$ cat config.mk
export PLATFORM = sky130hd
export DESIGN_NAME = alu_arbiter
export DESIGN_NICKNAME = d
export VERILOG_FILES = /design/src/rtl/alu_arbiter.sv
export SDC_FILE = /design/constraint.sdc
export NUM_CORES = 1
export LEC_CHECK = 0
export CAP_MARGIN = 20
export CORE_AREA = 5 5 163 165
export DETAILED_ROUTE_END_ITERATION = 8
export DIE_AREA = 0 0 168 170
export PLACE_DENSITY = 0.54
export SYNTH_ARGS = -nofsm -noshare
export SYNTH_HDL_FRONTEND = slang
export SYNTH_SLANG_ARGS = --single-unit
$ cat constraint.sdc
create_clock -name i_clk -period 2.1 [get_ports i_clk]
set_input_delay 0.315 -clock i_clk [delete_from_list [all_inputs] [get_ports i_clk]]
set_output_delay 0.315 -clock i_clk [all_outputs]
set_load 0.05 [all_outputs]
$ cat src/rtl/alu_arbiter.sv
// Round-robin arbiter sharing one external ALU between NUM_REQ requesters.
// One operation is in flight at a time: accept, one execute cycle, then a held response.
package multicore_pkg;
  localparam int unsigned DATA_SIZE = 32;

  typedef enum logic [3:0] {
    ADD  = 4'd0,
    SUB  = 4'd1,
    SLL  = 4'd2,
    SLT  = 4'd3,
    SLTU = 4'd4,
    XOR  = 4'd5,
    SRL  = 4'd6,
    SRA  = 4'd7,
    OR   = 4'd8,
    AND  = 4'd9
  } t_aluop;
endpackage

module alu_arbiter #(
  parameter int unsigned NUM_REQ   = 4,
  parameter int unsigned DATA_SIZE = multicore_pkg::DATA_SIZE
) (
  input  logic                                  i_clk,
  input  logic                                  i_rst,
  input  logic [NUM_REQ-1:0]                    i_req_valid,
  output logic [NUM_REQ-1:0]                    o_req_ready,
  input  multicore_pkg::t_aluop [NUM_REQ-1:0]   i_req_funct,
  input  logic [NUM_REQ-1:0][DATA_SIZE-1:0]     i_req_op_a,
  input  logic [NUM_REQ-1:0][DATA_SIZE-1:0]     i_req_op_b,
  output multicore_pkg::t_aluop                 o_alu_funct,
  output logic [DATA_SIZE-1:0]                  o_alu_op_a,
  output logic [DATA_SIZE-1:0]                  o_alu_op_b,
  input  logic [DATA_SIZE-1:0]                  i_alu_result,
  output logic [NUM_REQ-1:0]                    o_rsp_valid,
  output logic [DATA_SIZE-1:0]                  o_rsp_result,
  input  logic [NUM_REQ-1:0]                    i_rsp_ready,
  output logic                                  o_busy
);

  localparam int unsigned IDX_W = (NUM_REQ > 1) ? $clog2(NUM_REQ) : 1;

  typedef enum logic [1:0] {
    IDLE,
    EXEC,
    RESP
  } state_t;

  state_t           state;
  logic [IDX_W-1:0] rr_ptr;
  logic [IDX_W-1:0] grant_idx;
  logic [IDX_W-1:0] win_idx;
  logic [IDX_W-1:0] scan_idx;
  logic             win_found;

  // First valid requester at or after rr_ptr, wrapping modulo NUM_REQ.
  always_comb begin
    win_idx   = '0;
    win_found = 1'b0;
    scan_idx  = '0;
    for (int unsigned i = 0; i < NUM_REQ; i++) begin
      scan_idx = IDX_W'((32'(rr_ptr) + i) % NUM_REQ);
      if (!win_found && i_req_valid[scan_idx]) begin
        win_found = 1'b1;
        win_idx   = scan_idx;
      end
    end
  end

  // Gated by reset so no handshake can complete on an edge that reset wins.
  always_comb begin
    o_req_ready = '0;
    if (state == IDLE && !i_rst && win_found) begin
      o_req_ready = NUM_REQ'(1) << win_idx;
    end
  end

  always_ff @(posedge i_clk) begin
    if (i_rst) begin
      state        <= IDLE;
      rr_ptr       <= '0;
      grant_idx    <= '0;
      o_rsp_valid  <= '0;
      o_rsp_result <= '0;
      o_alu_funct  <= multicore_pkg::ADD;
      o_alu_op_a   <= '0;
      o_alu_op_b   <= '0;
      o_busy       <= 1'b0;
    end else begin
      case (state)
        IDLE: begin
          if (win_found) begin
            o_alu_funct <= i_req_funct[win_idx];
            o_alu_op_a  <= i_req_op_a[win_idx];
            o_alu_op_b  <= i_req_op_b[win_idx];
            grant_idx   <= win_idx;
            rr_ptr      <= (win_idx == IDX_W'(NUM_REQ - 1)) ? '0 : win_idx + 1'b1;
            o_busy      <= 1'b1;
            state       <= EXEC;
          end
        end
        EXEC: begin
          o_rsp_result <= i_alu_result;
          o_rsp_valid  <= NUM_REQ'(1) << grant_idx;
          state        <= RESP;
        end
        RESP: begin
          if (i_rsp_ready[grant_idx]) begin
            o_rsp_valid <= '0;
            o_busy      <= 1'b0;
            state       <= IDLE;
          end
        end
        default: begin
          o_rsp_valid <= '0;
          o_busy      <= 1'b0;
          state       <= IDLE;
        end
      endcase
    end
  end

endmodule

---- Yosys cells after proc, flatten, opt, wreduce, memory -nomap -nowiden ----
Cells that the tools add are included.
cells by class
  magnitude comparators ................... 6
  equal/unequal tests ..................... 5
  muxes and demuxes ....................... 34
  shift-type cells ........................ 2
  reduce and logical (&&, ||, !) cells .... 14
  add/sub/neg operators ................... 4
  bitwise gates (word level) .............. 2
operators with widths
  cell                                                                   count
  32-bit binary-select mux with 2-bit select                             2
  32-bit 2-to-1 mux                                                      2
  2-bit by 3-bit < comparator with 1-bit output, second input constant   6
  2-bit 2-to-1 mux                                                       7
  4-bit 2-to-1 mux                                                       3
  4-bit one-hot mux with 3 select lines                                  1
  1-bit 2-to-1 mux                                                       11
  1-bit binary-select mux with 2-bit select                              5
  4-bit binary-select mux with 2-bit select                              1
  1-bit by 2-bit left shift with 4-bit output, first input constant      2
  2-bit one-hot mux with 3 select lines                                  1
  2-bit AND reduction                                                    3
  1-bit logical AND                                                      5
  2-bit by 1-bit adder with 2-bit output, second input constant          2
  2-bit adder, second input constant                                     2
  2-bit equality test, second input constant                             2
  1-bit zero test                                                        4
  2-bit inequality test, second input constant                           2
  1-bit one-hot mux with 3 select lines                                  1
  3-bit AND reduction                                                    1
  2-bit by 1-bit equality test with 1-bit output, second input constant  1
  2-bit zero test                                                        1
  1-bit inverter                                                         2
storage, ports and cells
  flip-flop bits (word level) ............. 111
  input port bits ......................... 314
  word-level logic and storage cells ...... 76
  output and inout bits ................... 109

---- Longest topological paths before layout ----
  depth in word-level cells ............... 14
  depth in mapped cells ................... 9
  mapped depth without buffers ............ 7

---- Least setup slack after synthesis ----
OpenSTA, ideal clock, no wires.
  path kind ............................... input-to-output
  start ................................... input port i_req_valid[0]
  end ..................................... output port o_req_ready[0]
  buffers on the path ..................... 2
  data required time ...................... 1785 ps
  setup slack ............................. -37 ps
  stages on the path ...................... 7
  arrival ................................. 1822 ps
  path through ............................ nor2_1 a211o_1 buf_6 nor2_8 nand2_2 buf_2 nor2_1
between the ends
  word-level cells in the longest chain between the ends .. 14
  elaborated cells between the ends (all ways) .. 25
  classes of those cells .................. 1 x shift; 17 x mux; 7 x reduce/logical
RTL lines
  element                                                                           RTL line  text
  start, declared                                                                   26        input logic [NUM_REQ-1:0] i_req_valid,
  1-bit binary-select mux with 2-bit select                                         63        if (!win_found && i_req_valid[scan_idx]) begin
  1-bit 2-to-1 mux (implied by the code)                                            63
  1-bit 2-to-1 mux                                                                  63
  1-bit zero test                                                                   63
  1-bit logical AND                                                                 63
  1-bit 2-to-1 mux                                                                  63
  1-bit zero test                                                                   63
  1-bit logical AND                                                                 63
  1-bit 2-to-1 mux                                                                  63
  1-bit zero test                                                                   63
  1-bit logical AND                                                                 63
  2-bit 2-to-1 mux or 1-bit 2-to-1 mux (tied branches)                              63
  1-bit by 2-bit left shift with 4-bit output or 1-bit logical AND (tied branches)  74, 73
  4-bit 2-to-1 mux (*)                                                              73        if (state == IDLE && !i_rst && win_found) begin
  end, declared                                                                     27        output logic [NUM_REQ-1:0] o_req_ready,
Mark *: on every way between the ends. The rest lies on a longest branch, timed or not. The select of a mux whose other input is x is not followed.

---- Worst setup path after layout ----
  start ................................... input port i_req_valid[2]
  end ..................................... output port o_req_ready[3]
Same word-level chain as after synthesis.

==> metrics.txt <==
Critical Path Fanout Max 3; Seq/Total Area, Yosys 0.392; fmax slightly below 500 MHz; Final setup violation count 0; final hold vios 0; Worst Skew approximately 14 ps; CTS clock-pin slew for the worst setup and hold paths roughly 90 ps; cell area after layout between 10,000 and 15,000 um^2; gpl congestion around 0.83; WHS Path Cells 3; worst setup margin 58.3 ps; internal cell power between 5 and 6 mW; TNS Setup 0 ps; multiplexer share of the synthesized area 0.248; CTS max path bufs 2; final WL roughly 26,000 um; Post-DRT Antenna Nets 0; Die Span Y approximately 170 um; drt first pass iters 4; run status finished, final reports clean; Initial Util 0.228; Die X 168 um; max incr delay on CP about 290 ps; Num CTS Buffers 9; Synth Area in XOR/XNOR 0; clk_lat worst skew 350 ps; complex-gate fraction of the synthesized area 0.178; R2R Path Start rr_ptr[0]; ratio of cells with drive above 1 in the final layout 0.112; final max-slew violation count 0; hold crit path type in -> reg; Final nets 1,332; DR vias 6,016; top post-synthesis cells by area dfxtp_1 39%, mux2i_1 24%, nand2_1 8.9%, o221ai_1 7.3%, o221ai_2 5.6%; CORE AREA between 20,000 and 25,000 um^2; ant diodes 0; IO Port Bufs about 420; Comb pwr share 0.506; Hold Crit Start i_rst; worst vdd ir about 0.35 mV; DP Worst Slack -221 ps; largest family of logic cells by synthesized area multiplexers; placed instance area roughly 10,000 um^2; DR WL/cell roughly 19 um; RSZ-0062 raised after global routing yes; Post-Syn Area per Cell about 9.6 um^2; Clock power frac 0.209; clock root buffer master clkbuf_16; Num Clock Sinks between 100 and 150; largest net degree at the start of global routing 50; mapped cell area between 5000 and 6000 um^2; Ys Warns 0; DR iter-0 viols roughly 280; Seq pwr share 0.285; leading area contributor after synthesis dfxtp_1; post-synth top area share 0.392; met3 Use GR 0.0544; worst-path cell chain dlygate4sd2_1 > nor2b_2 > a21o_1 > a211oi_2 > buf_4 > ha_4 > and2_4 > buf_12; M1 GR Usage 0.190; CP endpoint kind primary output; post-synthesis adder-cell area fraction 0.00442; FF-to-FF End o_alu_op_b[13]; first-pass GRT wire length around 38,000 um; Yosys cell types 29; slowest cell on the critical path dlygate4sd2_1; std cell rows between 50 and 60; Pwr Density roughly 870 nW/um^2; Net Sw Frac 0.399; post-synthesis register bit count 111; TritonCTS clock tree yes; drt drc 0; Rel. slew slack 0.589; critical path arrival ~1700 ps; syn_nets 904; area grow syn2layout 93.0%; Synth Area in Simple Gates 0.119; switching power about 3.8 mW; initial antenna violation count 0; Slew @ Worst Pin between 600 and 700 ps; met2 Use GR 0.309; Hold EP state[0]; max cap viols 0; Lkg Pwr around 4.1 nW; Fill cells roughly 2,500; GR peak layer met2; final period utilization 0.972; worst reg2reg setup slack 190 ps; critical path type in -> out; final design utilization 0.439; DIE AREA 28,600 um^2; Syn Inst Count roughly 600; boundary pin count ~420; cts hold-fix bufs 0; crit start category input pin; vias per cell 4.45; sequential cell area between 2000 and 2500 um^2; vias in the first global route ~6,200; Req. time, crit path 1780 ps; Max H-tree Level 3; detailed placement HPWL approximately 21,000 um; GRT Util Overall 0.169; Register-to-Register Path Depth 8; Final min period roughly 2000 ps; multi-input logic area between 3000 and 4000 um^2; gr ovfl total 0
[cells in the mapped netlist, drive strengths merged]
| master | count |
|---|---|
| a211o | 1 |
| a211oi | 1 |
| a21o | 1 |
| a21oi | 39 |
| a221o | 1 |
| a22oi | 2 |
| a32oi | 1 |
| and2 | 2 |
| buf | 28 |
| clkbuf | 24 |
| dfxtp | 111 |
| ha | 2 |
| inv | 2 |
| mux2i | 138 |
| mux4 | 1 |
| nand2 | 137 |
| nand2b | 3 |
| nor2 | 18 |
| nor2b | 4 |
| nor3 | 1 |
| o21a | 1 |
| o21ai | 1 |
| o221ai | 68 |
| o32a | 1 |
[layout by cell type (no fill, tap or decap), types with 2 or more instances in the layout]
cell,netlist,layout
buf_12,0,16
buf_4,0,38
dfxtp_1,111,109
nand2_1,135,135
dlygate4sd2_1,0,4
mux2i_1,138,138
bufinv_16,0,2
ha_4,0,2
nand2b_4,0,2
inv_8,0,2
and2_4,0,2
a21oi_1,39,38
nor2b_4,1,2
clkbuf_16,0,9
nand2_4,0,2
o221ai_1,47,47
a22oi_1,2,2
nor2b_2,0,2
nor2_1,17,15
o221ai_2,21,21
clkdlybuf4s50_1,0,410
[cells by family (layout without fill, tap and decap cells)]
kind of cell / after synthesis / in the layout
AO/OA/AOI/OAI: 117 / 117
adder cells (fa/ha/maj): 2 / 2
buffers and inverters: 54 / 487
flip-flops: 111 / 111
multiplexers: 139 / 139
AND/OR/NAND/NOR: 165 / 165
[how the worst max path moves through the flow]
stage,to,slack (ps),from,depth (start not counted)
after floorplan,o_req_ready[0],-40,i_req_valid[0],7
after global placement,o_req_ready[3],-210,i_req_valid[2],8
after detailed placement,o_alu_op_b[13],-220,i_req_valid[2],7
after CTS,o_req_ready[3],1,rr_ptr[0],7
after global routing,o_req_ready[3],-0.2,rr_ptr[0],7
final,o_req_ready[3],60,i_req_valid[2],8
[routing by layer]
layer  part of all wire  vias up  routed length [um]
met2               0.51      270               13300
met1               0.39     2719                9950
met4              0.017        0                 438
li1                   -     2999                   -
met5                  0        -                   0
met3              0.084       28                2160
[critical path: cells and delay by family]
kind | cells | cell delay [ps]
compound gates | 2 | 340
fa+ha+maj | 1 | 140
simple gates | 2 | 320
buf+inv | 3 | 600
[metrics by stage]
step,instances,total power [mW],hold WS [ps]
3_3_place_gp,1327,7.49,442
5_1_grt,1351,9.93,352
4_1_cts,1347,9.58,341
2_1_floorplan,588,5.54,451
3_5_place_dp,1327,7.49,446
6_report,1351,9.48,355
[power by group through the flow]
stage               clock network [mW]  registers (mW)  logic, mW
floorplan                            0            3.95       1.59
global placement                     0            2.74       4.75
global route                      2.13            2.76       5.04
detailed placement                   0            2.74       4.75
CTS                               2.07            2.70       4.81
finish                            1.98            2.70       4.80
[flip-flops by register name, indices dropped and copies added, names as in the netlist]
signal and cells:
rr_ptr 2, o_busy 1, o_alu_op_a 32, state 2, o_alu_funct 4, o_alu_op_b 32, grant_idx 2, o_rsp_valid 4
o_rsp_result 32
[what timing repair did]
item,CTS,global route
endpoints found under the setup margin,4,6
buffers inserted,4,4
gates resized for setup,15,9
pin swaps,2,4
[cell type report]
type / instances / area share
clock buffer: 9 / 0.0206
multi-input combinational: 423 / 0.293
timing repair buffer: 469 / 0.434
sequential: 111 / 0.204
inverter: 2 / 0.000686
clock inverter: 7 / 0.0105
tap: 330 / 0.0377
No activity file was read; power rests on OpenSTA's default activity.
